**config.mk**
```make
export PLATFORM = sky130hd
export DESIGN_NAME = upower_fetch_unit
export DESIGN_NICKNAME = d
export VERILOG_FILES = /design/src/rtl/upower_pkg.sv /design/src/rtl/upower_fetch_unit.sv
export SDC_FILE = /design/constraint.sdc
export NUM_CORES = 1
export LEC_CHECK = 0
export CORE_MARGIN = 2
export CORE_UTILIZATION = 39
export DETAILED_ROUTE_END_ITERATION = 7
export PLACE_DENSITY = 0.7
export SKIP_LAST_GASP = 1
export SLEW_MARGIN = 20
export SYNTH_ARGS = -nofsm -noshare
export SYNTH_HDL_FRONTEND = slang
export SYNTH_SLANG_ARGS = --single-unit
```
**constraint.sdc**
```tcl
create_clock -name clk -period 3.1 [get_ports clk]
set_input_delay 0.62 -clock clk [delete_from_list [all_inputs] [get_ports clk]]
set_output_delay 0.62 -clock clk [all_outputs]
set_load 0.1 [all_outputs]
```
**src/rtl/upower_pkg.sv**
```systemverilog
// Shared uPower datapath types and widths.
package upower_pkg;

  localparam int unsigned INSTR_W = 32;
  localparam int unsigned ADDR_W  = 32;

  typedef enum logic [1:0] {
    RUN   = 2'd0,
    DONE  = 2'd1,
    FAULT = 2'd2
  } fetch_state_t;

endpackage

```
**src/rtl/upower_fetch_unit.sv**
```systemverilog
// Instruction fetch: owns the PC, indexes the combinational instruction memory and
// presents fetched instructions to decode through a valid/ready output register.
module upower_fetch_unit
  import upower_pkg::*;
#(
  parameter logic [31:0] RESET_PC   = 32'h0,
  parameter int unsigned IMEM_WORDS = 3
) (
  input  logic               clk,
  input  logic               reset,
  output logic [ADDR_W-1:0]  imem_addr,
  input  logic [INSTR_W-1:0] imem_data,
  input  logic               redirect_valid,
  input  logic [ADDR_W-1:0]  redirect_target,
  output logic               out_valid,
  input  logic               out_ready,
  output logic [INSTR_W-1:0] out_instr,
  output logic [ADDR_W-1:0]  out_pc,
  output logic               done,
  output logic               fault,
  output logic [31:0]        retired_count
);

  fetch_state_t       state, state_n;
  logic [ADDR_W-1:0]  pc, pc_n;
  logic               out_valid_n;
  logic [INSTR_W-1:0] out_instr_n;
  logic [ADDR_W-1:0]  out_pc_n;
  logic [31:0]        retired_count_n;
  logic [ADDR_W-1:0]  fetch_addr;
  logic               reg_free;

  function automatic logic word_in_range(input logic [ADDR_W-1:0] addr);
    return {2'b00, addr[ADDR_W-1:2]} < ADDR_W'(IMEM_WORDS);
  endfunction

  assign fetch_addr = redirect_valid ? redirect_target : pc;
  assign imem_addr  = {2'b00, fetch_addr[ADDR_W-1:2]};
  assign reg_free   = !out_valid || out_ready;

  // Next-state and next-output logic; redirects take priority over sequential fetch.
  always_comb begin
    state_n         = state;
    pc_n            = pc;
    out_valid_n     = out_valid;
    out_instr_n     = out_instr;
    out_pc_n        = out_pc;
    retired_count_n = retired_count;

    if (out_valid && out_ready) begin
      retired_count_n = retired_count + 32'd1;
    end

    case (state)
      RUN, DONE: begin
        if (redirect_valid) begin
          if (redirect_target[1:0] != 2'b00) begin
            out_valid_n = 1'b0;
            state_n     = FAULT;
          end else if (word_in_range(redirect_target)) begin
            out_valid_n = 1'b1;
            out_instr_n = imem_data;
            out_pc_n    = redirect_target;
            pc_n        = redirect_target + ADDR_W'(4);
            state_n     = RUN;
          end else begin
            out_valid_n = 1'b0;
            pc_n        = redirect_target;
            state_n     = DONE;
          end
        end else if (state == RUN && reg_free) begin
          if (word_in_range(pc)) begin
            out_valid_n = 1'b1;
            out_instr_n = imem_data;
            out_pc_n    = pc;
            pc_n        = pc + ADDR_W'(4);
          end else begin
            out_valid_n = 1'b0;
            state_n     = DONE;
          end
        end
      end
      default: begin
        out_valid_n = 1'b0;
      end
    endcase
  end

  // State and registered outputs.
  always_ff @(posedge clk) begin
    if (reset) begin
      state         <= RUN;
      pc            <= RESET_PC;
      out_valid     <= 1'b0;
      out_instr     <= '0;
      out_pc        <= '0;
      done          <= 1'b0;
      fault         <= 1'b0;
      retired_count <= '0;
    end else begin
      state         <= state_n;
      pc            <= pc_n;
      out_valid     <= out_valid_n;
      out_instr     <= out_instr_n;
      out_pc        <= out_pc_n;
      done          <= (state_n == DONE);
      fault         <= (state_n == FAULT);
      retired_count <= retired_count_n;
    end
  end

endmodule

```
==> key figures, run 1 <==
Synth
  • Main synth FF type: dfxtp_1
  • Dominant cell type by area after synthesis: dfxtp_1
  • Syn. warnings: 0
  • Syn Area/Cell: 8.417 µm²
  • Largest cells by area after synthesis: dfxtp_1, a21oi_1, o21ai_0, nand3_1, buf_4
  • Register area share after synthesis: 44.31%
  • Synth top area share: 44.31%
  • Cell Area, Synth: 6010 µm²
  • Register bit total from synthesis: 133
  • Post-synthesis cell type count: 55
  • Synth async-reset ratio: 0%
  • Synth Instances: 714
  • Number of synthesized flops with an enable pin: 0

CTS
  • Worst-Skew Late Latency: 420 ps
  • Setup Buffers After CTS: 0
  • CTS Root Cell: clkbuf_16
  • CTS Buffer Depth: 2
  • Post-cts resize count: 0
  • Cts hold-fix bufs: 0
  • Total CTS buffers: 17
  • TritonCTS clock tree: done
  • TritonCTS sink count: 133
  • H-tree Lvls: 4
  • Clock slew seen by the registers of the worst setup and hold paths: 60 ps

Worst setup path
  • Critical path's slowest cell: buf_2
  • Worst endpoint required time: 2480 ps
  • Crit end category: output port
  • Crit path cell chain: buf_2, buf_4, mux2_2, buf_12
  • Top delay family on crit path: buffers and inverters
  • CP peak stage delay: 400 ps
  • Critical Path AT: 1880 ps
  • Worst Path Buf+Inv: 3
  • CP Launch Type: input port
  • Critical path class: input port to output port
  • Critical Path Fanout Max: 24

Finish
  • Layout Nets: 943
  • Number of non-filler instances in the completed layout: 1,073
  • Most frequent cells in the layout: dfxtp_1, buf_4, a21oi_1
  • Util after Layout: 56.97%
  • Most common cell after layout, fill and taps aside: dfxtp_1
  • Antenna diode count: 0
  • Share of layout cells above drive strength 1: 23.73%
  • Area Growth Syn to Fin: 43.58%

Timing
  • Period utilization: 80.51%
  • TNS Setup: 0 ps
  • Worst Clk Skew: 7.835 ps
  • Pins over their slew limit: 0
  • Worst relative slew slack: 56.42%
  • Final Hold Viols: 0
  • Worst slew pin tran: 653.7 ps
  • Fin crit period: 2496 ps
  • Achievable Freq: 400.7 MHz
  • Final setup vio count: 0
  • Hold Slack: 459.2 ps
  • RSZ-0062 raised after global routing: no

Floorplan
  • Die area: 16,420 µm²
  • Die Y-Extent: 128.1 µm
  • Die width: 128.1 µm
  • Num rows: 45
  • Starting density of the core: 39.68%
  • Core Area: 15,150 µm²
  • I/O Pins: 199

GRT
  • GRT Total Usage: 21.44%
  • Total gr overflow: 0
  • Vias in the first global route: 5,336
  • Initial antenna violation count: 0
  • Largest net degree at the start of global routing: 57
  • First-pass GRT wire length: 28,000 µm

Placed design
  • DPL Wire Length: 12,430 µm
  • Port bufs: 196
  • Dpl cells: 1,041
  • Final GP Congestion: 0.8531

Route
  • Vias per cell: 5.431
  • First DRT Iteration DRCs: 402
  • Antenna viol nets, final: 0
  • WL/cell: 16.44 µm
  • DRT Pass-1 Iters: 5
  • Via count: 5,827
  • Final wirelength: 17,640 µm
  • DRC viols: 0

Pwr
  • Leakage Power: 3.311 nW
  • VDD IR-drop max: 375.1 µV
  • PwrDens: 578.9 nW/µm²

Run status
  • Outcome: finished, final reports clean

Run
  • # Max-Cap Violations: 0

Worst hold path
  • Hold Path Class: register to register
[where the power goes]
group          total, W  switching [W]  internal (W)
sequential      0.00181      0.0000456       0.00177
clock           0.00209       0.000794       0.00130
combinational   0.00109       0.000747      0.000345
[state kept, by name (all words and copies together), names as in the netlist]
name / cells
out_valid: 1
retired_count: 32
fault: 1
done: 1
out_pc: 32
out_instr: 32
state: 2
pc: 32
[final cells by class]
type	instances	area, µm²
Fill cell	1380	6518
Multi-Input combinational cell	482	2858
Sequential cell	133	2663
Timing Repair Buffer	218	2185
Clock buffer	19	442.9
Tap cell	188	235.2
Clock inverter	13	170.2
Inverter	20	75.07
[layer usage]
layer	up-vias	track usage, %	routed length (µm)
li1	2848	-	-
met1	2717	28.30	7645
met2	232	33.85	8359
met3	30	5.217	1268
met4	0	8.468	367
met5	-	0	0
[final timing paths]
check | start | slack, ps | to | cells past startpoint
worst max-delay path | redirect_valid | 600 | imem_addr[1] | 4
worst min-delay path | out_pc[11]$_SDFFE_PP0P_ | 460 | out_pc[11]$_SDFFE_PP0P_ | 1
worst max register to register | pc[2]$_SDFFE_PP0P_ | 840 | pc[20]$_SDFFE_PP0P_ | 7
worst min register to register | out_pc[11]$_SDFFE_PP0P_ | 460 | out_pc[11]$_SDFFE_PP0P_ | 1
[cell usage after synthesis, types with 2 or more instances]
library cell	number
nand4_1	26
and4_1	7
or4_1	2
inv_1	20
buf_4	32
o21ai_0	66
nor3b_1	2
nand3_1	54
nand2_1	29
o21ai_1	4
buf_2	4
clkbuf_1	40
nand2b_1	3
or2_1	2
nor4_1	23
or3_1	8
a21o_1	3
mux2_2	20
nor3_1	17
a31o_2	2
o211ai_1	3
ha_1	3
and2_1	34
xor2_1	4
o31ai_1	3
xnor2_1	15
a211oi_1	7
a32oi_1	3
and3_1	3
a21oi_1	72
a221oi_1	2
nand3b_1	2
dfxtp_1	133
buf_1	3
nor2_1	43
[per-stage QoR]
stage | cell area [µm²] | power (W) | worst slack [ps]
after floorplan | 6013 | 0.002583 | 342.0
after global routing | 8628 | 0.005185 | 510.9
final | 8628 | 0.004995 | 604.3
after global placement | 8015 | 0.002935 | 344.5
after CTS | 8628 | 0.005034 | 600.3
after detailed placement | 8015 | 0.002938 | 312.9
[logic make-up after synthesis]
kind of cell	after synthesis	synth area share, %
compound gates	176	16.43
xor+xnor	19	2.769
fa+ha+maj	3	0.6247
buf+inv	100	8.453
flops	133	44.31
mux	21	3.914
other cells	1	0.06240
simple gates	261	23.44
Note: power is estimated with default switching activity, not from simulation.
==> run 2, diff against run 1 <==
clock period = 2.58 ns   (was 3.1 ns; I/O delays follow)
==> run 2 against run 1 <==
  * Hold slack improved by 0.88 ps
  * Die area stayed put
  * Non-clock buffer count rose by 18
  * First-iteration DRC count is 1.2% higher
  * Setup slack got worse by 270 ps
  * Register-to-register slack lost 500 ps
  * Clock skew grew 4.7 ps
  * Final cell count increased by 1.7%
  * Power increased by 28%
  * Critical path type is now register to register
==> key figures, run 2 (same netlist as run 1, synthesis figures left out) <==
Run status
  • Outcome: finished, final reports clean

Finish
  • Multi-input gate area: 2859 µm² (about the same)
  • Most frequent cells in the layout: buf_4, dfxtp_1, a21oi_1
  • Most common cell after layout, fill and taps aside: buf_4
  • # fillers: 1,319 (-4.4%)
  • Post-route cell area: 8974 µm² (+4.0%)
  • Number of non-filler instances in the completed layout: 1,091 (+1.7%)
  • Antenna diode count: 0 (unchanged)
  • Share of layout cells above drive strength 1: 27.35% (+3.6 points)
  • Reg area: 2684 µm² (+0.80%)
  • Area Growth Syn to Fin: 49.32%
  • Layout Nets: 961 (+1.9%)

CTS
  • H-tree Lvls: 4 (unchanged)
  • Clock slew seen by the registers of the worst setup and hold paths: 60 ps (about the same)
  • Worst-Skew Late Latency: 420 ps (about the same)
  • Post-cts resize count: 0 (unchanged)
  • CTS Root Cell: clkbuf_16
  • Cts hold-fix bufs: 0 (unchanged)
  • CTS Buffer Depth: 2 (unchanged)
  • Setup Buffers After CTS: 0 (unchanged)
  • TritonCTS sink count: 133 (unchanged)
  • TritonCTS clock tree: done
  • Total CTS buffers: 17 (unchanged)

Timing
  • Worst slew pin tran: 721.9 ps (+68.16 ps)
  • Final Hold Viols: 0 (unchanged)
  • RSZ-0062 raised after global routing: no
  • Worst relative slew slack: 51.37% (-5.1 points)
  • Period utilization: 86.92%
  • Final setup vio count: 0 (unchanged)
  • Achievable Freq: 445.9 MHz
  • Worst Clk Skew: 12.53 ps (+4.697 ps)
  • Pins over their slew limit: 0 (unchanged)
  • Fin crit period: 2243 ps
  • Final worst slack: 337.4 ps (-266.9 ps)

Worst hold path
  • Worst Hold Path EP: out_pc[24]$_SDFFE_PP0P_
  • Hold Path Class: register to register
  • Hold depth: 1 (unchanged)
  • Hold_sp: out_pc[24]$_SDFFE_PP0P_

GRT
  • Largest net degree at the start of global routing: 57 (unchanged)
  • GRT Total Usage: 21.48% (+0.037 points)
  • Vias in the first global route: 5,526 (+3.6%)
  • Total gr overflow: 0 (unchanged)
  • First-pass GRT wire length: 28,470 µm (+1.7%)
  • Initial antenna violation count: 0 (unchanged)

Placed design
  • Port bufs: 196 (unchanged)
  • DPL Wire Length: 12,320 µm (-0.93%)
  • Final GP Congestion: 0.8374 (-1.8%)
  • DP Worst Slack: -55.38 ps (-368.3 ps)
  • Dpl cells: 1,059 (+1.7%)
  • DP Area: 8273 µm² (+3.2%)

Pwr
  • PwrDens: 710.2 nW/µm² (+23%)
  • Leakage Power: 3.485 nW (+5.2%)
  • VDD IR-drop max: 560.7 µV (+50%)
  • Power Total: 0.006373 W (+28%)

Worst setup path
  • CP Launch Type: register
  • Reg2reg path depth: 7 (unchanged)
  • Crit end category: register
  • Crit path cell chain: ha_1, nor4_1, nand4_1, o31a_2, buf_4, o21ai_0, a21oi_1
  • Critical Path Fanout Max: 28 (+17%)
  • Critical Path AT: 2510 ps (+630 ps)
  • Reg-to-reg startpoint: pc[2]$_SDFFE_PP0P_
  • Reg2reg end: out_instr[27]$_SDFFE_PP0P_
  • R2r setup slk: 340 ps (-500 ps)
  • CP peak stage delay: 470 ps (+70 ps)
  • Worst endpoint required time: 2840 ps (+360 ps)
  • Critical path class: register to register
  • Critical path's slowest cell: o31a_2

Floorplan
  • I/O Pins: 199 (unchanged)
  • Num rows: 45 (unchanged)
  • Die width: 128.1 µm (unchanged)
  • Die area: 16,420 µm² (unchanged)
  • Core Area: 15,150 µm² (unchanged)
  • Die Y-Extent: 128.1 µm (unchanged)
  • Starting density of the core: 39.68% (unchanged)

Route
  • Vias per cell: 5.360 (-1.3%)
  • First DRT Iteration DRCs: 407 (+1.2%)
  • Antenna viol nets, final: 0 (unchanged)
  • DRC viols: 0 (unchanged)
  • Final wirelength: 17,390 µm (-1.4%)
  • DRT Pass-1 Iters: 5 (unchanged)
  • WL/cell: 15.94 µm (-3.0%)
  • Via count: 5,848 (+0.36%)

Run
  • # Max-Cap Violations: 0 (unchanged)
-- run 2: cell count changes in the layout (fill, tap and decap cells not counted), sizes merged --
cell,change
buf,+18
inv,-5
bufinv,+3
clkbuf,+2
-- run 2: worst max-delay path by stage --
stage / slack, ps / depth (start not counted) / end / start
detailed placement: -60 / 6 / retired_count[23]$_SDFFE_PP0P_ / out_ready
global placement: -40 / 6 / retired_count[23]$_SDFFE_PP0P_ / out_ready
global route: 150 / 7 / out_instr[27]$_SDFFE_PP0P_ / pc[3]$_SDFFE_PP0P_
floorplan: 50 / 5 / retired_count[26]$_SDFFE_PP0P_ / retired_count[8]$_SDFFE_PP0P_
CTS: 340 / 7 / out_instr[27]$_SDFFE_PP0P_ / pc[2]$_SDFFE_PP0P_
finish: 340 / 7 / out_instr[27]$_SDFFE_PP0P_ / pc[2]$_SDFFE_PP0P_
-- run 2: layer usage --
metal  global-route usage (%)  wire (µm)  up-vias
met5                        0          0        -
met4                    6.141        182        0
met3                    6.052       1093       20
met2                    33.91       8260      196
met1                    28.77       7854     2740
li1                         -          -     2892
-- run 2: worst max-delay path, delay by kind of cell, from the launching register on --
| family | cells | cell delay (ps) |
|---|---|---|
| buffers and inverters | 1 | 240 |
| adders and majority gates | 1 | 260 |
| DFF | 1 | 320 |
| and+or+nand+nor | 2 | 480 |
| AOI/OAI and AO/OA | 3 | 790 |
-- run 2: report_power, final --
group,internal (W),switching (W)
clock network,0.00192,0.000917
registers,0.00212,0.0000533
logic,0.000458,0.000904
-- run 2: layout make-up --
class / instances / share of cell area [%]
Clock buffer: 21 / 5.354
Clock inverter: 11 / 2.454
Inverter: 20 / 0.8366
Multi-Input combinational cell: 482 / 31.86
Sequential cell: 133 / 29.91
Tap cell: 188 / 2.621
Timing Repair Buffer: 236 / 26.97
-- run 2: through the flow --
stage	setup TNS [ps]	utilization, %	hold slack, ps
after floorplan	0	-	443.1
after global placement	-116.4	54.62	444.6
after detailed placement	-151.3	54.62	444.9
after CTS	0	59.25	463.7
after global routing	0	59.25	470.4
final	0	59.25	460.1
==> RTL edit 1 (flow settings as in run 2) <==
Register the output `fault` once more, cleared by the reset; this adds one clock of latency there. The other outputs are not delayed to match.
--- a/src/rtl/upower_fetch_unit.sv
+++ b/src/rtl/upower_fetch_unit.sv
@@ -22,2 +22,4 @@
 );
+
+  logic fault_s0;
 
@@ -97,3 +99,3 @@
       done          <= 1'b0;
-      fault         <= 1'b0;
+      fault_s0      <= 1'b0;
       retired_count <= '0;
@@ -106,4 +108,12 @@
       done          <= (state_n == DONE);
-      fault         <= (state_n == FAULT);
+      fault_s0      <= (state_n == FAULT);
       retired_count <= retired_count_n;
+    end
+  end
+
+  always_ff @(posedge clk) begin
+    if (reset) begin
+      fault <= '0;
+    end else begin
+      fault <= fault_s0;
     end
Check against the original RTL: not equivalent (a bounded check fails within 4 cycles, from zero or initial values and one cycle with reset high).
==> RTL edit 1 against run 2 <==
Power increased by 0.43%; synthesized area grew 3.5%; clock power decreased by 16%; wire length barely moved; core utilization shrank 0.94 points; sequential cell count rose by 1; count of clock-buffer cells in the layout down 1; setup slack got worse by 0.12 ns; largest power group unchanged; die area is 3.4% higher; first-iteration DRC count fell by 12%; critical endpoint is now pc[5]; cell area increased by 2.1%; synthesized cell count is 1.1% higher; clock skew fell by 0.0064 ns.
==> RTL edit 1: results (changes against run 2) <==
seq_total_area_yosys_pct: 43.1  # -1.2 points
critical_path_peak_fanout: 15  # -46%
root_buffer: "clkbuf_16"
global_route.usage.total_pct: 20.1  # -1.3 points
finalNetCount: 981  # +2.1%
insertedDiodeCount: 0  # unchanged
filler_cell_count: 1441  # +9.2%
slew_headroom_pct: 54.4  # +3.0 points
ys_top_cells_by_area: "dfxtp_1 (43%), nand2_1 (6.7%), mux2i_1 (6.0%)"
finalClockSkew_ns: 0.00616  # -0.00638 ns
grt_remaining_overflow: 0  # unchanged
cts_inserted_buffers: 17  # unchanged
grt_antenna_before_repair: 0  # unchanged
max_buffers_root_to_sink: 2  # unchanged
grt_first_pass_wirelength_um: 27100  # -5.0%
post-route-drc-count: 0  # unchanged
worst_skew_pair.late_latency_ns: 0.41
cts_setup_buffers: 0  # unchanged
status: "complete, no violations"
leak_nw: 3.73  # +7.0%
detail_route.first_pass.iterations: 5  # unchanged
grt_max_degree: 63  # +11%
cts.htree.levels: 4  # unchanged
gp_congestion: 0.845  # +0.91%
post_cts_resized: 0  # unchanged
post_drt_wl_per_cell_um: 15.3  # -4.2%
drive_gt1_share_pct: 27.5  # +0.17 points
number_of_different_library_cells_in_the_post_synthesis_netlist: 52  # -5.5%
drt_first_iter_violations: 360  # -12%
async_flop_share_pct: 0  # unchanged
ys_top_cells_by_count: "dfxtp_1 (134), nand2_1 (111), and3_1 (38)"
postSynth.topFlopCell: "dfxtp_1"
synth-warning-count: 0  # unchanged
vias_per_cell: 5.17  # -3.6%
crit_arrival_ns: 2.62  # +0.11 ns
clk_pin_slew_ns: 0.06  # about the same
power.ir.vdd_worst_mv: 0.484  # -14%
detailed_place_hpwl_um: 12500  # +1.8%
port_buffers: 196  # unchanged
first_global_vias: 5363  # -2.9%
hold_path_class: "register to register"
## RTL edit 1: worst paths after layout
path	from	to	slack, ns	cells after the start
worst max register to register	pc[4]	pc[5]	0.22	7
worst min-delay path	fault_s0	fault	0.44	1
worst min register to register	fault_s0	fault	0.44	1
worst max-delay path	pc[4]	pc[5]	0.22	7
## RTL edit 1: power breakdown
group | total (W) | internal, W | switching, W
Sequential | 0.00227 | 0.00217 | 0.0000992
Clock | 0.00239 | 0.00147 | 0.000916
Combinational | 0.00174 | 0.000611 | 0.00113
## RTL edit 1: through the flow
stage	std cells	hold slack [ns]	utilization, %	worst slack, ns	instance area (um2)
3_3_place_gp	1107	0.420	54.6	-0.116	8580
2_1_floorplan	723	0.414	-	0.00164	6240
3_5_place_dp	1107	0.431	54.6	-0.202	8580
4_1_cts	1139	0.443	58.3	0.243	9160
6_report	1139	0.436	58.3	0.221	9160
5_1_grt	1139	0.445	58.3	0.137	9160
## RTL edit 1: per-layer routing
| layer | share of wire, % | vias to the layer above | track usage, % |
|---|---|---|---|
| li1 | - | 2905 | - |
| met1 | 44 | 2760 | 26.0 |
| met2 | 48 | 198 | 32.1 |
| met3 | 6.7 | 25 | 5.99 |
| met4 | 2.0 | 0 | 7.15 |
| met5 | 0 | - | 0 |
## RTL edit 1: cell families after synthesis
group | after synthesis | share of synthesized area, %
xor+xnor | 25 | 3.52
simple gates | 309 | 25.3
flops | 134 | 43.1
buf+inv | 95 | 8.13
other cells | 1 | 0.0603
mux | 58 | 9.76
fa+ha+maj | 3 | 0.604
compound gates | 97 | 9.54
## RTL edit 1: cell type report
class                      instances  share of cell area [%]
multi-input combinational        494                    33.4
inverter                          16                   0.656
sequential                       134                    29.4
clock inverter                    12                    1.39
clock buffer                      20                    4.98
timing repair buffer             247                    27.2
tap                              216                    2.95
## RTL edit 1: worst max-delay path, cell delays in order (launching register included)
cell,delay [ns]
dfxtp_1,0.36
nor4_1,0.49
nand4_1,0.26
or3_1,0.51
buf_4,0.24
nand2_1,0.12
buf_12,0.13
a311oi_1,0.10
==> RTL edit 2 (settings of run 2) <==
Without the edit above. The package constant `ADDR_W` goes from 32 to 24.
--- a/src/rtl/upower_pkg.sv
+++ b/src/rtl/upower_pkg.sv
@@ -4,3 +4,3 @@
   localparam int unsigned INSTR_W = 32;
-  localparam int unsigned ADDR_W  = 32;
+  localparam int unsigned ADDR_W  = 24;
 
Ports: changed (resized imem_addr, out_pc and redirect_target); port bits go from 199 to 175. The function was not compared with the original's and may differ.
==> RTL edit 2 against run 2 <==
Sequential power fell by 12%; synthesized area fell by 9.8%; die area fell by 9.5%; wire length fell by 11%; cell area fell by 12%; power fell by 13%; setup slack improved by 0.0062 ns; sequential share of layout area fell by 0.099 points; sequential cell count fell by 16.
==> RTL edit 2: results (changes against run 2) <==
root_buffer: "clkbuf_16"
cts.htree.levels: 4  # unchanged
async_flop_share_pct: 0  # unchanged
finalNetCount: 849  # -12%
met1_length_um: 6760  # -14%
slew_headroom_pct: 45.0  # -6.3 points
internal_power_summed_over_all_cells_w: 0.00395  # -12%
cts_setup_buffers: 0  # unchanged
timing.hold.ws_ns: 0.459  # -0.00161 ns
critical_path_peak_fanout: 26  # -7.1%
clk_pin_slew_ns: 0.06  # about the same
post_cts_resized: 0  # unchanged
port_buffers: 172  # -12%
crit_arrival_ns: 2.50  # about the same
grt_first_pass_wirelength_um: 24200  # -15%
post-route-period-util_pct: 86.7  # -0.24 points
grt_max_degree: 48  # -16%
dp_cells: 947  # -11%
largest_registers: "out_instr x32, retired_count x32"
drt_first_iter_violations: 340  # -16%
detailed_place_hpwl_um: 11300  # -8.6%
post_drt_wl_per_cell_um: 15.8  # -1.2%
met2RoutedLength_um: 7400  # -10%
met3WireLength_um: 909  # -17%
first_global_vias: 4999  # -9.5%
vias_per_cell: 5.26  # -2.0%
worst_skew_pair.late_latency_ns: 0.41
cpMaxStageDelayCell: "or4_1"
global_route.usage.total_pct: 20.5  # -0.95 points
path_delay_family: "simple AND/OR/NAND/NOR gates"
critical-path-max-stage-delay_ns: 0.59  # +0.12 ns
seq_total_area_yosys_pct: 43.2  # -1.1 points
detail_route.first_pass.iterations: 5  # unchanged
leak_nw: 3.11  # -11%
cts_inserted_buffers: 17  # unchanged
power.ir.vdd_worst_mv: 0.543  # -3.1%
drive_gt1_share_pct: 26.5  # -0.82 points
antenna_violating_nets_post_route: 0  # unchanged
layoutNonFillerInstCount: 979  # -10%
max_cap_violations: 0  # unchanged
hold_path_class: "register to register"
gp_congestion: 0.875  # +4.4%
postSynthCellCount: 627  # -12%
ys_top_cells_by_count: "dfxtp_1 (117), nor2_1 (51), a21oi_1 (50), nand3_1 (50), o21ai_0 (44)"
insertedDiodeCount: 0  # unchanged
ys_top_cells_by_area: "dfxtp_1 (43%), a21oi_1 (4.6%), nand3_1 (4.6%)"
detailedPlace.worstSlack_ns: -0.0696  # -0.0142 ns
synth-warning-count: 0  # unchanged
finalClockSkew_ns: 0.00968  # -0.00285 ns
status: "complete, no violations"
RTL edit 2: worst paths after layout:
check,startpoint,endpoint,depth (start not counted)
max reg2reg,pc[2],out_instr[24],7
max,pc[2],out_instr[24],7
min,out_pc[14],out_pc[14],1
min reg2reg,out_pc[14],out_pc[14],1
RTL edit 2: cell families (layout without fill, tap and decap cells):
group           after synthesis  in the layout  synth area share, %
other cells                   1              2               0.0692
simple gates                242            242                 24.7
mux                          20             20                 4.09
fa+ha+maj                     3              3                0.693
buf+inv                      80            251                 8.66
compound gates              142            142                 15.0
flops                       117            117                 43.2
xor+xnor                     22             22                 3.56
RTL edit 2: layout make-up:
class                      count  area (um2)
clock buffer                  21         450
clock inverter                11         180
fill                        1194        5850
inverter                      16        60.1
multi-input combinational    431        2620
sequential                   117        2350
tap                          180         225
timing repair buffer         203        1990
RTL edit 2: power by group through the flow:
stage          combinational (W)  sequential (W)  clock [W]
3_3_place_gp             0.00109         0.00195          0
4_1_cts                  0.00110         0.00192    0.00257
2_1_floorplan           0.000541         0.00218          0
5_1_grt                  0.00115         0.00192    0.00265
6_report                 0.00110         0.00192    0.00253
3_5_place_dp             0.00110         0.00195          0
RTL edit 2: metal layers:
| metal | track usage, % | up-vias |
|---|---|---|
| met2 | 33.1 | 185 |
| met5 | 0 | - |
| met1 | 26.5 | 2417 |
| li1 | - | 2513 |
| met3 | 4.68 | 30 |
| met4 | 8.62 | 0 |
RTL edit 2: per-stage QoR:
stage	utilization [%]	power [W]	instance area (um2)	TNS (ns)
finish	57.4	0.00555	7870	0
global route	57.4	0.00573	7870	0
CTS	57.4	0.00559	7870	0
detailed placement	52.8	0.00305	7240	-1.69
global placement	52.8	0.00304	7240	0
floorplan	-	0.00272	5430	0
